<file path="src/rtl/ps2_key_controller.sv">
// ps2_key_controller: PS/2 keyboard receiver with make/break decode and per-player button arbitration
// Ports:
//   clk_50m      system clock, sole clock domain
//   rst_n        synchronous active-low reset
//   kclk, kdata  asynchronous PS/2 clock and data from the keyboard
//   scan_valid   1-cycle pulse, scan_code holds a good byte
//   scan_code    last good byte, held between pulses
//   frame_err    1-cycle pulse on parity, stop or timeout error
//   player1_btns {fire,right,left,down,up} for player 1
//   player2_btns same encoding for player 2
module ps2_key_controller #(
   parameter int TIMEOUT_CYC = 50000,
   parameter int SYNC_STAGES = 2
) (
   input  logic       clk_50m,
   input  logic       rst_n,
   input  logic       kclk,
   input  logic       kdata,
   output logic       scan_valid,
   output logic [7:0] scan_code,
   output logic       frame_err,
   output logic [4:0] player1_btns,
   output logic [4:0] player2_btns
);
   localparam int TW = $clog2(TIMEOUT_CYC + 1);
   typedef enum logic [1:0] {IDLE, DATA, PARITY, STOP} state_t;
   state_t state, state_nxt;
   logic [SYNC_STAGES-1:0] kclk_sr, kdata_sr;
   logic kclk_prev, fall, kd, good, bad, timeout;
   logic [TW-1:0] tcnt;
   logic [2:0] bitcnt, bitcnt_nxt;
   logic [7:0] sr, sr_nxt;
   logic perr, perr_nxt;
   logic [9:0] held, held_nxt, kmask;
   logic brk, brk_nxt, ext, ext_nxt;
   logic [3:0] last1, last1_nxt, last2, last2_nxt;

   assign kd      = kdata_sr[SYNC_STAGES-1];
   assign fall    = kclk_prev & ~kclk_sr[SYNC_STAGES-1];
   assign timeout = (state != IDLE) && !fall && (tcnt == TW'(TIMEOUT_CYC - 1));

   // Keep the last-made direction while held, otherwise the lowest set bit (up>down>left>right)
   function automatic logic [3:0] arb(input logic [3:0] h, input logic [3:0] l);
      return (|(h & l)) ? l : (h & (~h + 4'd1));
   endfunction

   always_ff @(posedge clk_50m) begin
      if (!rst_n) begin
         kclk_sr   <= '1;
         kdata_sr  <= '1;
         kclk_prev <= 1'b1;
         state     <= IDLE;
         bitcnt    <= '0;
         sr        <= '0;
         perr      <= 1'b0;
         tcnt      <= '0;
         scan_valid <= 1'b0;
         scan_code  <= '0;
         frame_err  <= 1'b0;
      end else begin
         kclk_sr   <= {kclk_sr[SYNC_STAGES-2:0], kclk};
         kdata_sr  <= {kdata_sr[SYNC_STAGES-2:0], kdata};
         kclk_prev <= kclk_sr[SYNC_STAGES-1];
         state     <= state_nxt;
         bitcnt    <= bitcnt_nxt;
         sr        <= sr_nxt;
         perr      <= perr_nxt;
         tcnt      <= (state == IDLE || fall) ? '0 : tcnt + 1'b1;
         scan_valid <= good;
         scan_code  <= good ? sr : scan_code;
         frame_err  <= bad;
      end
   end

   always_comb begin
      state_nxt  = state;
      bitcnt_nxt = bitcnt;
      sr_nxt     = sr;
      perr_nxt   = perr;
      good       = 1'b0;
      bad        = 1'b0;
      if (fall) begin
         case (state)
            IDLE: begin
               state_nxt  = kd ? IDLE : DATA;
               bitcnt_nxt = '0;
               perr_nxt   = 1'b0;
            end
            DATA: begin
               sr_nxt[bitcnt] = kd;
               bitcnt_nxt     = bitcnt + 3'd1;
               state_nxt      = (bitcnt == 3'd7) ? PARITY : DATA;
            end
            PARITY: begin
               perr_nxt  = ~^{sr, kd};
               state_nxt = STOP;
            end
            STOP: begin
               good      = kd & ~perr;
               bad       = ~good;
               state_nxt = IDLE;
            end
         endcase
      end else if (timeout) begin
         bad       = 1'b1;
         state_nxt = IDLE;
      end
   end

   always_comb begin
      kmask = '0;
      case (scan_code)
         8'h1D: kmask[0] = 1'b1;
         8'h1B: kmask[1] = 1'b1;
         8'h1C: kmask[2] = 1'b1;
         8'h23: kmask[3] = 1'b1;
         8'h29: kmask[4] = 1'b1;
         8'h43: kmask[5] = 1'b1;
         8'h42: kmask[6] = 1'b1;
         8'h3B: kmask[7] = 1'b1;
         8'h4B: kmask[8] = 1'b1;
         8'h5A: kmask[9] = 1'b1;
         default: kmask = '0;
      endcase
   end

   always_comb begin
      held_nxt  = held;
      brk_nxt   = brk;
      ext_nxt   = ext;
      last1_nxt = last1;
      last2_nxt = last2;
      if (scan_valid) begin
         if (scan_code == 8'hF0) begin
            brk_nxt = 1'b1;
         end else if (scan_code == 8'hE0) begin
            ext_nxt = 1'b1;
         end else begin
            brk_nxt = 1'b0;
            ext_nxt = 1'b0;
            if (!ext) begin
               held_nxt = brk ? (held & ~kmask) : (held | kmask);
               if (!brk && |kmask[3:0]) last1_nxt = kmask[3:0];
               if (!brk && |kmask[8:5]) last2_nxt = kmask[8:5];
            end
         end
      end
   end

   always_ff @(posedge clk_50m) begin
      if (!rst_n) begin
         held  <= '0;
         brk   <= 1'b0;
         ext   <= 1'b0;
         last1 <= '0;
         last2 <= '0;
         player1_btns <= '0;
         player2_btns <= '0;
      end else begin
         held  <= held_nxt;
         brk   <= brk_nxt;
         ext   <= ext_nxt;
         last1 <= last1_nxt;
         last2 <= last2_nxt;
         player1_btns <= {held_nxt[4], arb(held_nxt[3:0], last1_nxt)};
         player2_btns <= {held_nxt[9], arb(held_nxt[8:5], last2_nxt)};
      end
   end
endmodule

</file>
<file path="config.mk">
export PLATFORM = sky130hd
export DESIGN_NAME = ps2_key_controller
export DESIGN_NICKNAME = d
export VERILOG_FILES = /design/src/rtl/ps2_key_controller.sv
export SDC_FILE = /design/constraint.sdc
export NUM_CORES = 1
export LEC_CHECK = 0
export ABC_AREA = 0
export ABC_CLOCK_PERIOD_IN_PS = 7260
export BUFFER_PORTS_ARGS = -buffer_cell sky130_fd_sc_hd__buf_2
export CORE_MARGIN = 2
export CORE_UTILIZATION = 64
export DETAILED_ROUTE_END_ITERATION = 8
export HOLD_SLACK_MARGIN = 0.08
export PLACE_DENSITY_LB_ADDON = 0.15
export SKIP_CTS_REPAIR_TIMING = 1
export SYNTH_ARGS = -nofsm -noshare
export SYNTH_HDL_FRONTEND = slang
export SYNTH_SLANG_ARGS = --single-unit
</file>
<file path="constraint.sdc">
create_clock -name clk_50m -period 7.26 [get_ports clk_50m]
set_input_delay 0.726 -clock clk_50m [delete_from_list [all_inputs] [get_ports clk_50m]]
set_output_delay 0.726 -clock clk_50m [all_outputs]
set_load 0.02 [all_outputs]
</file>
-- Word level (Yosys, flattened, before mapping)
Cells that the tools add are included.
- flip-flop bits (word level): 75
- input bits: 4
- word-level logic and storage cells: 127
- magnitude comparators: 2
- muxes and demuxes: 45
- reductions and logical operators: 24
- equal/unequal tests: 18
- $add $sub $neg: 4
- bitwise gates (word level): 16
- operators by type and width (cell ; number):
    10-bit two-way mux ; 5
    4-bit two-way mux ; 12
    8-bit by 7-bit equality test with 1-bit output, second input constant ; 4
    8-bit by 5-bit equality test with 1-bit output, second input constant ; 3
    8-bit by 6-bit equality test with 1-bit output, second input constant ; 3
    1-bit two-way mux ; 20
    16-bit by 1-bit adder with 16-bit output, second input constant ; 1
    4-bit AND ; 4
    16-bit equality test, second input constant ; 1
    8-bit equality test, second input constant ; 2
    4-bit OR reduction ; 4
    10-bit AND ; 1
    10-bit NOT ; 1
    10-bit bitwise OR ; 1
    2-bit AND reduction ; 5
    9-bit XNOR reduction ; 1
    4-bit by 1-bit adder with 4-bit output, second input constant ; 2
    8-bit bitwise mux ; 1
    4-bit NOT ; 2
    2-bit one-hot mux with 4 select lines ; 1
    2-bit nonzero test ; 4
    2-bit two-way mux ; 3
    3-bit one-hot mux with 2 select lines ; 1
    1-bit logical AND ; 5
    15 further kinds ; 22

-- Depth between registers and ports, before layout
Gate-level depths: netlist of run 1.
- word-level depth: 13
- depth in mapped cells: 8
- gate-level depth less buffers: 6

-- Least setup slack after synthesis of run 1
No wires, ideal clock.
- path type: reg2reg
- from: reg scan_code[0]
- to: reg player2_btns[0]
- cell stages (with the launch flop): 9
- setup time: 121 ps
- path slack: 4848 ps
- arrival time: 2291 ps
- required time: 7139 ps
- buffers on the path: 2
- path through: dfxtp_1 -> buf_6 -> or4b_4 -> o21ai_2 -> buf_4 -> mux2i_1 -> o31ai_1 -> a221oi_4 -> mux2_2
- word-level cells in the longest chain between the ends: 13
- RTL lines (what ; line ; text):
    start: declaration ; 20 ; output logic [7:0] scan_code,
    start signal: assignment ; 70 ; scan_code <= good ? sr : scan_code;
    8-bit by 7-bit equality test with 1-bit output ; 112 ; case (scan_code)
    1-bit two-way mux ; 112 ;
    10-bit NOT ; 142 ; held_nxt = brk ? (held & ~kmask) : (held | kmask);
    10-bit AND ; 142 ;
    10-bit two-way mux ; 142 ;
    10-bit two-way mux ; 141 ; if (!ext) begin
    10-bit two-way mux ; 136 ; end else if (scan_code == 8'hE0) begin
    10-bit two-way mux ; 134 ; if (scan_code == 8'hF0) begin
    10-bit two-way mux ; 133 ; if (scan_valid) begin
    4-bit NOT ; 44 ; return (|(h & l)) ? l : (h & (~h + 4'd1));
    4-bit by 1-bit adder with 4-bit output ; 44 ;
    4-bit AND ; 44 ;
    4-bit two-way mux (*) ; 44 ;
    end signal: assignment ; 166 ; player2_btns <= {held_nxt[9], arb(held_nxt[8:5], last2_nxt)};
    end: declaration ; 23 ; output logic [4:0] player2_btns
Mark *: on every way between the ends. The rest lies on a longest branch, timed or not.
A chain may end at the register's enable or synchronous reset.

-- Worst setup path in the final report of run 1
- from: reg scan_code[6]
- to: reg player1_btns[2]
- word-level cells in the longest chain between the ends: 13
- RTL lines (what ; line ; text):
    8-bit by 5-bit equality test with 1-bit output ; 112 ;
    1-bit two-way mux ; 112 ;
    10-bit NOT ; 142 ;
    10-bit AND ; 142 ;
    10-bit two-way mux ; 142 ;
    10-bit two-way mux ; 141 ;
    10-bit two-way mux ; 136 ;
    10-bit two-way mux ; 134 ;
    10-bit two-way mux ; 133 ;
    4-bit NOT ; 44 ;
    4-bit by 1-bit adder with 4-bit output ; 44 ;
    4-bit AND ; 44 ;
    4-bit two-way mux (*) ; 44 ;
    end signal: assignment ; 165 ; player1_btns <= {held_nxt[4], arb(held_nxt[3:0], last1_nxt)};
    end: declaration ; 22 ; output logic [4:0] player1_btns,
Marked as above.

==> results of run 1 <==
==> cell type report <==
type                    instances  share of cell area (%)
inverters                      10                   0.995
clock inverters                 3                   0.630
multi-input cells             279                    49.4
clock buffers                  13                    4.48
repair buffers                 25                    3.45
flip-flops and latches         73                    38.7
well taps                      70                    2.32
==> metrics by stage <==
step	utilization (%)	power, uW	cells	setup WS (ns)	hold WS (ns)
6_report	73.0	716	473	4.58	0.414
5_1_grt	73.0	742	473	4.42	0.449
4_1_cts	73.0	723	473	4.62	0.419
3_5_place_dp	69.2	427	457	4.65	0.398
3_3_place_gp	69.2	426	457	4.73	0.391
2_1_floorplan	-	422	382	4.85	0.386
==> power groups by stage <==
| stage | clock [uW] | combinational, uW | sequential, uW |
|---|---|---|---|
| final | 298 | 13.3 | 404 |
| after CTS | 306 | 13.1 | 404 |
| after global routing | 323 | 14.7 | 405 |
| after floorplan | 0 | 9.89 | 413 |
| after global placement | 0 | 12.9 | 414 |
| after detailed placement | 0 | 13.1 | 413 |
==> worst max-delay path: stages (launching register included) <==
cell and delay (ns):
dfxtp_1 0.51, or4b_4 0.54, o21ai_2 0.45, o31ai_1 0.23, a2111oi_4 0.46, mux2_1 0.37
==> layout by cell type, fill, tap and decap left out, types with 3 or more instances in the layout <==
cell,count
dfxtp_1,73
nor3_1,5
xor2_1,7
xnor2_1,12
mux2i_1,19
a31oi_1,3
mux2_1,5
a21oi_1,18
and2_1,9
nor2b_1,4
a211oi_1,3
nor4_1,4
nor2_1,53
buf_2,23
nand3_1,13
or3_1,5
nand3b_1,5
nand2_1,24
nand4_1,7
inv_1,9
and3_1,4
nand2b_1,9
or2_2,3
nor3b_1,7
ha_1,3
clkbuf_8,12
o21ai_0,10
and3b_1,3
mux2_2,5
nand4b_1,3
o31ai_1,4
==> worst max path at each step <==
stage | slack, ns | from | cells after the start | to
5_1_grt | 4.42 | scan_code[4] | 6 | player1_btns[2]
2_1_floorplan | 4.85 | scan_code[0] | 8 | player2_btns[0]
3_3_place_gp | 4.73 | scan_code[0] | 5 | player1_btns[0]
4_1_cts | 4.62 | scan_code[6] | 5 | player1_btns[2]
6_report | 4.58 | scan_code[6] | 5 | player1_btns[2]
3_5_place_dp | 4.65 | scan_code[6] | 5 | player1_btns[2]
==> sequential cells by signal, indices dropped and copies added (netlist names), 3 cells and up, named ones only <==
register and flops:
last2 4, held 8, player2_btns 5, player1_btns 4, scan_code 8, bitcnt 3, last1 4, tcnt 16
sr 8
==> per-layer routing <==
layer,track usage [%],share of wire [%],up-vias
li1,-,-,1379
met1,33.7,46,1323
met2,38.6,46,107
met3,6.28,6.2,15
met4,11.4,1.8,0
met5,0,0,-
==> cells by family after synthesis <==
group | share of synthesized area [%]
simple gates | 26.5
fa+ha+maj | 1.08
flops | 42.2
mux | 8.75
xor+xnor | 4.81
buf+inv | 3.90
compound gates | 12.7
==> results.py, run 1 <==
metrics = {
    "drt": {
        "route.detailed.wl_per_inst_um": 14.9,
        "drtIter0Drc": 232,
        "via_density": 5.97,
        "first_pass_iters": 5,
        "wl_um": 7060,
        "routed_vias": 2824,
        "ant_nets": 0,
        "remaining_drc_errors": 0,
    },
    "clocking": {
        "clk_transition_reported_paths_ns": 0.08,
        "ctsRootBufferMaster": "clkbuf_8",
        "cts_buffers": 9,
        "max-clock-path-buffers": 2,
        "clock_sink_count": 73,
        "cts.htree.levels": 3,
        "tritoncts_clock_tree": "built",
        "clock_latency_ns": 0.35,
    },
    "sta": {
        "slew_violations": 0,
        "fin_setup_tns_ns": 0,
        "grt_setup_unrepaired": "false",
        "max_slew_headroom_pct": 58.0,
        "setup_viol_count_final": 0,
        "clock_skew_ns": 0.00950,
        "min_period_ns": 2.68,
        "fmax_mhz": 373,
        "worst-slew-pin-transition_ns": 0.627,
        "min_period_over_period_pct": 37.0,
        "final_hold_viol_count": 0,
    },
    "synth": {
        "synthesis.nets": 389,
        "syn_area_sq_um": 3460,
        "synth_area_leaders": "dfxtp_1, nor2_1, mux2i_1",
        "synth_seq_cells": 73,
        "synth_common_cells": "dfxtp_1, nor2_1, nand2_1",
        "synth_seq_area_share_pct": 42.2,
        "ys_async_sr_fraction_pct": 0,
        "synth_warnings": 0,
        "synth_most_common_cell": "dfxtp_1",
        "synthDominantCellAreaShare_pct": 42.2,
        "ys_dominant_reg_cell": "dfxtp_1",
        "syn-instance-count": 382,
        "library_cell_with_the_largest_summed_area_after_synthesis": "dfxtp_1",
        "yosysUniqueCellTypes": 62,
        "synthesis.area_per_instance_sq_um": 9.06,
        "synth_enable_flop_cells": 0,
    },
    "placed_design": {
        "gp_congestion": 0.840,
        "placed_area_sq_um": 3580,
        "buffer_ports.inserted": 23,
        "detailedPlacementHpwl_um": 4830,
    },
    "pwr": {
        "power.internal_uw": 559,
        "p_leak_uw": 0.00141,
        "netSwitchingPower_uw": 156,
        "switching_share_pct": 21.9,
        "irDropWorstVdd_mv": 0.143,
        "share_seq_of_total_power_pct": 56.5,
        "pwr_density_cell_nw_per_um2": 190,
        "clock_power_share_pct": 41.6,
        "power_frac_comb_pct": 1.9,
    },
    "cells_and_area": {
        "num_antenna_cells": 0,
        "layout-drive-gt1-share_pct": 14.4,
        "multi_input_comb_area_sq_um": 1860,
        "syn2layout_area_growth_pct": 9.04,
        "area.sequential_sq_um": 1460,
        "final_net_count": 405,
        "n_fill_cell": 403,
        "postLayoutCellArea_sq_um": 3770,
    },
    "floorplan": {
        "dieWidth_um": 77.5,
        "area_of_the_placeable_core_sq_um": 5170,
        "effective_utilization_at_floorplan_pct": 66.9,
        "core.rowCount": 26,
        "num_io_pins": 24,
        "overall_die_area_sq_um": 6010,
        "die-height_um": 77.5,
    },
    "flow_run": {
        "cap_violations": 0,
    },
    "setup_path": {
        "rr_endpoint": "player1_btns[2]",
        "register_to_register_setup_slack_ns": 4.58,
        "arrival_ns": 2.91,
        "worst-r2r-cell-count": 5,
        "critical_path_fanouts_max": 12,
        "startpoint_type": "flop",
        "crit-reg2reg-launch": "scan_code[6]",
        "critical_path_required_ns": 7.49,
        "timing_worst_setup_path_type": "flop to flop",
        "endpoint_kind": "flop",
    },
    "global_route": {
        "maximum_number_of_pins_on_one_net_before_global_route_repair": 23,
        "antenna_found_initial": 0,
        "grt_overflow_total": 0,
        "first_global_vias": 2615,
        "wire_length_of_the_first_global_routing_pass_um": 12200,
        "globalRouteTotalUtil_pct": 25.2,
    },
    "hold_path": {
        "worst_hold_path_type": "flop to flop",
        "min-delay-start": "kdata_sr[0]",
        "whs_path_depth": 1,
        "whs_endpoint": "kdata_sr[1]",
    },
    "status": {
        "outcome": "finished clean",
    },
}
No activity file was read; power rests on OpenSTA's default activity.
==> run 2: changes to the inputs <==
--- a/config.mk
+++ b/config.mk
@@ -5,11 +5,11 @@
 export SDC_FILE = /design/constraint.sdc
 export NUM_CORES = 1
 export LEC_CHECK = 0
-export ABC_AREA = 0
-export ABC_CLOCK_PERIOD_IN_PS = 7260
+export ABC_AREA = 1
+export ABC_CLOCK_PERIOD_IN_PS = 2700
 export BUFFER_PORTS_ARGS = -buffer_cell sky130_fd_sc_hd__buf_2
 export CORE_MARGIN = 2
-export CORE_UTILIZATION = 64
+export CORE_UTILIZATION = 60
 export DETAILED_ROUTE_END_ITERATION = 8
 export HOLD_SLACK_MARGIN = 0.08
 export PLACE_DENSITY_LB_ADDON = 0.15
==> constraint.sdc (replaced) <==
create_clock -name clk_50m -period 2.7 [get_ports clk_50m]
set_input_delay 0.27 -clock clk_50m [delete_from_list [all_inputs] [get_ports clk_50m]]
set_output_delay 0.27 -clock clk_50m [all_outputs]
set_load 0.02 [all_outputs]
==> run 2 against run 1 <==
  * Area after synthesis down 2.1%
  * Clock skew increased by 0.0012 ns
  * Register-to-register slack lost 3.9 ns
  * Synthesized cell count is 25% higher
  * Non-clock buffer count did not move
  * Global-route usage grew 0.24 points
  * Sequential power increased to 2.7 times the previous value
  * Critical path type unchanged
  * Critical endpoint is now player2_btns[3]
  * Largest power group unchanged
  * Highest routed layer unchanged
==> results.py, run 2 <==
metrics = {
    "status": {
        "outcome": "finished clean",
    },
    "placed_design": {
        "detailedPlace.worstSlack_ns": 0.782,
        "detailedPlacementHpwl_um": 5080,
        "gp_congestion": 0.922,
        "buffer_ports.inserted": 23,
        "placedCellCount": 566,
        "placed_area_sq_um": 3560,
    },
    "clocking": {
        "max-clock-path-buffers": 2,
        "ctsRootBufferMaster": "clkbuf_8",
        "clock_latency_ns": 0.34,
        "cts_buffers": 9,
        "cts.htree.levels": 3,
        "clk_transition_reported_paths_ns": 0.07,
        "tritoncts_clock_tree": "built",
        "clock_sink_count": 73,
    },
    "synth": {
        "ys_dominant_reg_cell": "dfxtp_1",
        "synthesis.nets": 486,
        "library_cell_with_the_largest_summed_area_after_synthesis": "dfxtp_1",
        "synth_common_cells": "nand2_1, nor2_1, dfxtp_1",
        "synth_seq_cells": 73,
        "ys_async_sr_fraction_pct": 0,
        "syn-instance-count": 479,
        "yosysUniqueCellTypes": 34,
        "synth_enable_flop_cells": 0,
        "syn_area_sq_um": 3390,
        "synth_most_common_cell": "nand2_1",
        "synth_warnings": 0,
        "synth_area_leaders": "dfxtp_1, nand2_1, nor2_1",
        "synth_seq_area_share_pct": 43.1,
        "synthesis.area_per_instance_sq_um": 7.08,
        "synthDominantCellAreaShare_pct": 43.1,
    },
    "global_route": {
        "globalRouteTotalUtil_pct": 25.5,
        "first_global_vias": 2946,
        "maximum_number_of_pins_on_one_net_before_global_route_repair": 39,
        "wire_length_of_the_first_global_routing_pass_um": 12700,
        "grt_overflow_total": 0,
        "antenna_found_initial": 0,
    },
    "floorplan": {
        "num_io_pins": 24,
        "overall_die_area_sq_um": 6270,
        "core.rowCount": 27,
        "effective_utilization_at_floorplan_pct": 61.9,
        "dieWidth_um": 79.2,
        "area_of_the_placeable_core_sq_um": 5470,
        "die-height_um": 79.2,
    },
    "cells_and_area": {
        "max_reg_flops": 16,
        "largest_register": "tcnt",
        "n_fill_cell": 481,
        "finalCoreUtilization_pct": 69.4,
        "final_cell_count_no_fill": 582,
        "mostFrequentLayoutCell": "nand2_1",
        "multi_input_comb_area_sq_um": 1650,
        "layout-drive-gt1-share_pct": 14.9,
        "area.sequential_sq_um": 1460,
        "postLayoutCellArea_sq_um": 3800,
        "num_antenna_cells": 0,
        "syn2layout_area_growth_pct": 12.1,
        "final_net_count": 512,
        "mostFrequentLayoutCells": "nand2_1, nor2_1, dfxtp_1",
    },
    "pwr": {
        "pwr_density_cell_nw_per_um2": 568,
        "p_leak_uw": 0.00154,
        "irDropWorstVdd_mv": 0.379,
    },
    "setup_path": {
        "critical_path_required_ns": 2.94,
        "critical_path_fanouts_max": 17,
        "endpoint_kind": "flop",
        "startpoint_type": "flop",
        "timing_worst_setup_path_type": "flop to flop",
        "arrival_ns": 2.24,
    },
    "drt": {
        "remaining_drc_errors": 0,
        "ant_nets": 0,
        "wl_um": 7300,
        "first_pass_iters": 5,
        "drtIter0Drc": 185,
        "routed_vias": 3092,
        "via_density": 5.31,
        "route.detailed.wl_per_inst_um": 12.5,
    },
    "sta": {
        "fin_setup_tns_ns": 0,
        "grt_setup_unrepaired": "false",
        "setup_viol_count_final": 0,
        "max_slew_headroom_pct": 62.7,
        "slew_violations": 0,
        "timing.final.ws_setup_ns": 0.695,
        "final_hold_viol_count": 0,
        "clock_skew_ns": 0.0107,
        "worst-slew-pin-transition_ns": 0.557,
        "min_period_over_period_pct": 74.2,
        "fmax_mhz": 499,
        "min_period_ns": 2.00,
    },
    "flow_run": {
        "cap_violations": 0,
    },
    "hold_path": {
        "worst_hold_path_type": "input port to flop",
    },
}
==> run 2: final timing paths <==
kind	from	end	slack, ns	cells past startpoint
max	scan_code[1]	player2_btns[3]	0.70	15
min	kdata	kdata_sr[0]	0.13	2
max reg2reg	scan_code[1]	player2_btns[3]	0.70	15
min reg2reg	kdata_sr[0]	kdata_sr[1]	0.41	1
==> run 2: worst max-delay path, cell delays in order, from the launching register on <==
cell and delay (ns):
dfxtp_1 0.43, inv_2 0.08, nand2_1 0.10, nor2_2 0.07, nand2_2 0.09, nand3_4 0.12
nor2_8 0.23, nand2_2 0.11, nand2_1 0.10, nand2_1 0.07, nand2_1 0.07, nand2_2 0.09
nor2_4 0.13, inv_2 0.06, nor2_1 0.09, nor2_1 0.05
==> run 2: logic make-up (layout without fill, tap and decap cells) <==
| logic type | Yosys count | count (layout) | share of synthesized area (%) |
|---|---|---|---|
| AOI/OAI and AO/OA | 79 | 79 | 12.8 |
| adders and majority gates | 3 | 3 | 1.11 |
| xor gates and xnor gates | 8 | 8 | 2.07 |
| DFF | 73 | 73 | 43.1 |
| buffers and inverters | 69 | 100 | 8.12 |
| and+or+nand+nor | 247 | 247 | 32.8 |
==> run 2: where the power goes <==
part,switching (uW),internal (uW)
sequential,1.72,1080
clock,402,638
combinational,26.5,11.0
==> run 2: final cells by class <==
cell class | instances | area share (%)
repair buffers | 25 | 3.42
clock buffers | 11 | 3.72
inverters | 59 | 5.83
multi-input cells | 337 | 43.5
well taps | 72 | 2.37
clock inverters | 5 | 2.70
flip-flops and latches | 73 | 38.5
==> run 2: metal layers <==
metal / GRT usage (%) / share of wire [%]
met5: 0 / 0
met4: 12.1 / 2.4
met3: 4.66 / 5.4
met1: 31.7 / 47
met2: 42.5 / 45
==> run 2: stage by stage <==
stage | hold WS [ns] | total power [uW]
after global placement | 0.394 | 1140
after floorplan | 0.377 | 1130
after detailed placement | 0.399 | 1140
after global routing | 0.121 | 2220
final | 0.131 | 2160
after CTS | 0.120 | 2170
==> run 3: changes to the inputs <==
--- a/config.mk
+++ b/config.mk
@@ -6,7 +6,7 @@
 export NUM_CORES = 1
 export LEC_CHECK = 0
 export ABC_AREA = 1
-export ABC_CLOCK_PERIOD_IN_PS = 2700
+export ABC_CLOCK_PERIOD_IN_PS = 1900
 export BUFFER_PORTS_ARGS = -buffer_cell sky130_fd_sc_hd__buf_2
 export CORE_MARGIN = 2
 export CORE_UTILIZATION = 60
==> constraint.sdc (replaced) <==
create_clock -name clk_50m -period 1.9 [get_ports clk_50m]
set_input_delay 0.19 -clock clk_50m [delete_from_list [all_inputs] [get_ports clk_50m]]
set_output_delay 0.19 -clock clk_50m [all_outputs]
set_load 0.02 [all_outputs]
==> run 3 against run 2 <==
  * Via count rose by 4.7%
  * Final area increased by 7.3%
  * Highest routed layer unchanged
  * Critical path depth fell by 1
==> results.py, run 3 (synthesis results as in run 2) <==
metrics = {
    "global_route": {
        "antenna_found_initial": 0,
        "wire_length_of_the_first_global_routing_pass_um": 12300,
        "first_global_vias": 2804,
        "globalRouteTotalUtil_pct": 24.9,
        "maximum_number_of_pins_on_one_net_before_global_route_repair": 27,
        "grt_overflow_total": 0,
    },
    "sta": {
        "fmax_mhz": 542,
        "min_period_ns": 1.84,
        "grt_setup_unrepaired": "true",
        "min_period_over_period_pct": 97.1,
        "max_slew_headroom_pct": 68.4,
        "final_hold_viol_count": 0,
        "worst-slew-pin-transition_ns": 0.472,
        "setup_viol_count_final": 0,
        "clock_skew_ns": 0.00618,
        "slew_violations": 0,
    },
    "floorplan": {
        "num_io_pins": 24,
        "core.rowCount": 27,
        "area_of_the_placeable_core_sq_um": 5470,
        "effective_utilization_at_floorplan_pct": 61.9,
        "overall_die_area_sq_um": 6270,
        "die-height_um": 79.2,
        "dieWidth_um": 79.2,
    },
    "clocking": {
        "clk_transition_reported_paths_ns": 0.07,
        "cts.htree.levels": 3,
        "max-clock-path-buffers": 2,
        "ctsRootBufferMaster": "clkbuf_8",
        "tritoncts_clock_tree": "built",
        "clock_sink_count": 73,
        "clock_latency_ns": 0.35,
        "cts_buffers": 9,
    },
    "placed_design": {
        "placed_area_sq_um": 3620,
        "detailedPlacementHpwl_um": 5300,
        "placedCellCount": 575,
        "buffer_ports.inserted": 23,
        "gp_congestion": 0.978,
    },
    "cells_and_area": {
        "postLayoutCellArea_sq_um": 4080,
        "n_fill_cell": 427,
        "final_net_count": 537,
        "finalCoreUtilization_pct": 74.5,
        "area.sequential_sq_um": 1490,
        "multi_input_comb_area_sq_um": 1790,
        "final_cell_count_no_fill": 603,
        "max_reg_flops": 16,
        "mostFrequentLayoutCell": "nand2_1",
        "layout-drive-gt1-share_pct": 27.3,
        "mostFrequentLayoutCells": "nand2_1, nor2_1, dfxtp_1",
        "syn2layout_area_growth_pct": 20.3,
        "num_antenna_cells": 0,
        "largest_register": "tcnt",
    },
    "drt": {
        "remaining_drc_errors": 0,
        "ant_nets": 0,
        "first_pass_iters": 5,
        "routed_vias": 3236,
        "via_density": 5.37,
        "route.detailed.wl_per_inst_um": 13.0,
        "wl_um": 7860,
        "drtIter0Drc": 231,
    },
    "setup_path": {
        "timing_worst_setup_path_type": "flop to flop",
        "endpoint_kind": "flop",
        "critical_path_required_ns": 2.19,
        "startpoint_type": "flop",
        "critical_path_most_common_cell": "nand2_2",
        "critical_path_fanouts_max": 8,
        "worst-r2r-cell-count": 14,
        "critical-path-slowest-cell": "dfxtp_4",
        "arrival_ns": 2.13,
        "timing.critical_path.cells": "inv_2, nand2_2, nor2_2, nand2_2, nand3_4, nor2_4, nand2_1, nand2_2, nand2_2, nand2_2, nand2_2, o21ai_2, nand2_1, nor2_1",
        "max_stage_delay_ns": 0.38,
    },
    "hold_path": {
        "whs_path_depth": 3,
        "worst_hold_path_type": "input port to flop",
    },
    "pwr": {
        "pwr_density_cell_nw_per_um2": 646,
        "p_leak_uw": 0.00168,
        "irDropWorstVdd_mv": 0.437,
        "totalPowerFinal_uw": 2630,
    },
    "status": {
        "outcome": "finished clean",
    },
    "flow_run": {
        "cap_violations": 0,
    },
}
run 3: worst max-delay path, delay by kind of cell (launching register included):
kind | cells | cell delay, ns
AND/OR/NAND/NOR | 12 | 1.21
flip-flops | 1 | 0.38
AO/OA/AOI/OAI | 1 | 0.14
buffers and inverters | 1 | 0.06
run 3: per-stage QoR:
step / setup slack [ns] / TNS [ns] / hold WS, ns
after CTS: -0.0307 / -0.0478 / 0.0273
after floorplan: 0.0895 / 0 / 0.297
after detailed placement: -0.0127 / -0.0140 / 0.388
after global placement: 0.0653 / 0 / 0.391
final: 0.0555 / 0 / 0.277
after global routing: -0.131 / -0.702 / 0.293
run 3: area by class of cell:
cell class	count	share of cell area [%]
multi-input combinational	338	44.0
inverter	59	5.49
clock buffer	11	3.71
tap	72	2.21
sequential	73	36.5
timing repair buffer	49	8.04
clock inverter	1	0.123
run 3: worst paths after layout:
check / from / end / slack, ns
hold reg to reg: kdata_sr[0] / kdata_sr[1] / 0.41
setup reg to reg: scan_code[1] / player1_btns[0] / 0.06
setup / recovery: scan_code[1] / player1_btns[0] / 0.06
hold / removal: rst_n / kclk_prev / 0.28
run 3: layer usage:
metal / wire (um) / GRT usage [%] / vias to the layer above
met5: 0 / 0 / -
met4: 203 / 12.9 / 0
met2: 3660 / 39.7 / 116
met1: 3520 / 32.5 / 1463
met3: 469 / 4.09 / 21
li1: - / - / 1636
run 3: power by group:
| part | switching [uW] | total [uW] | internal [uW] |
|---|---|---|---|
| clock network | 530 | 1040 | 514 |
| logic | 38.4 | 59.3 | 20.8 |
| registers | 2.50 | 1530 | 1530 |
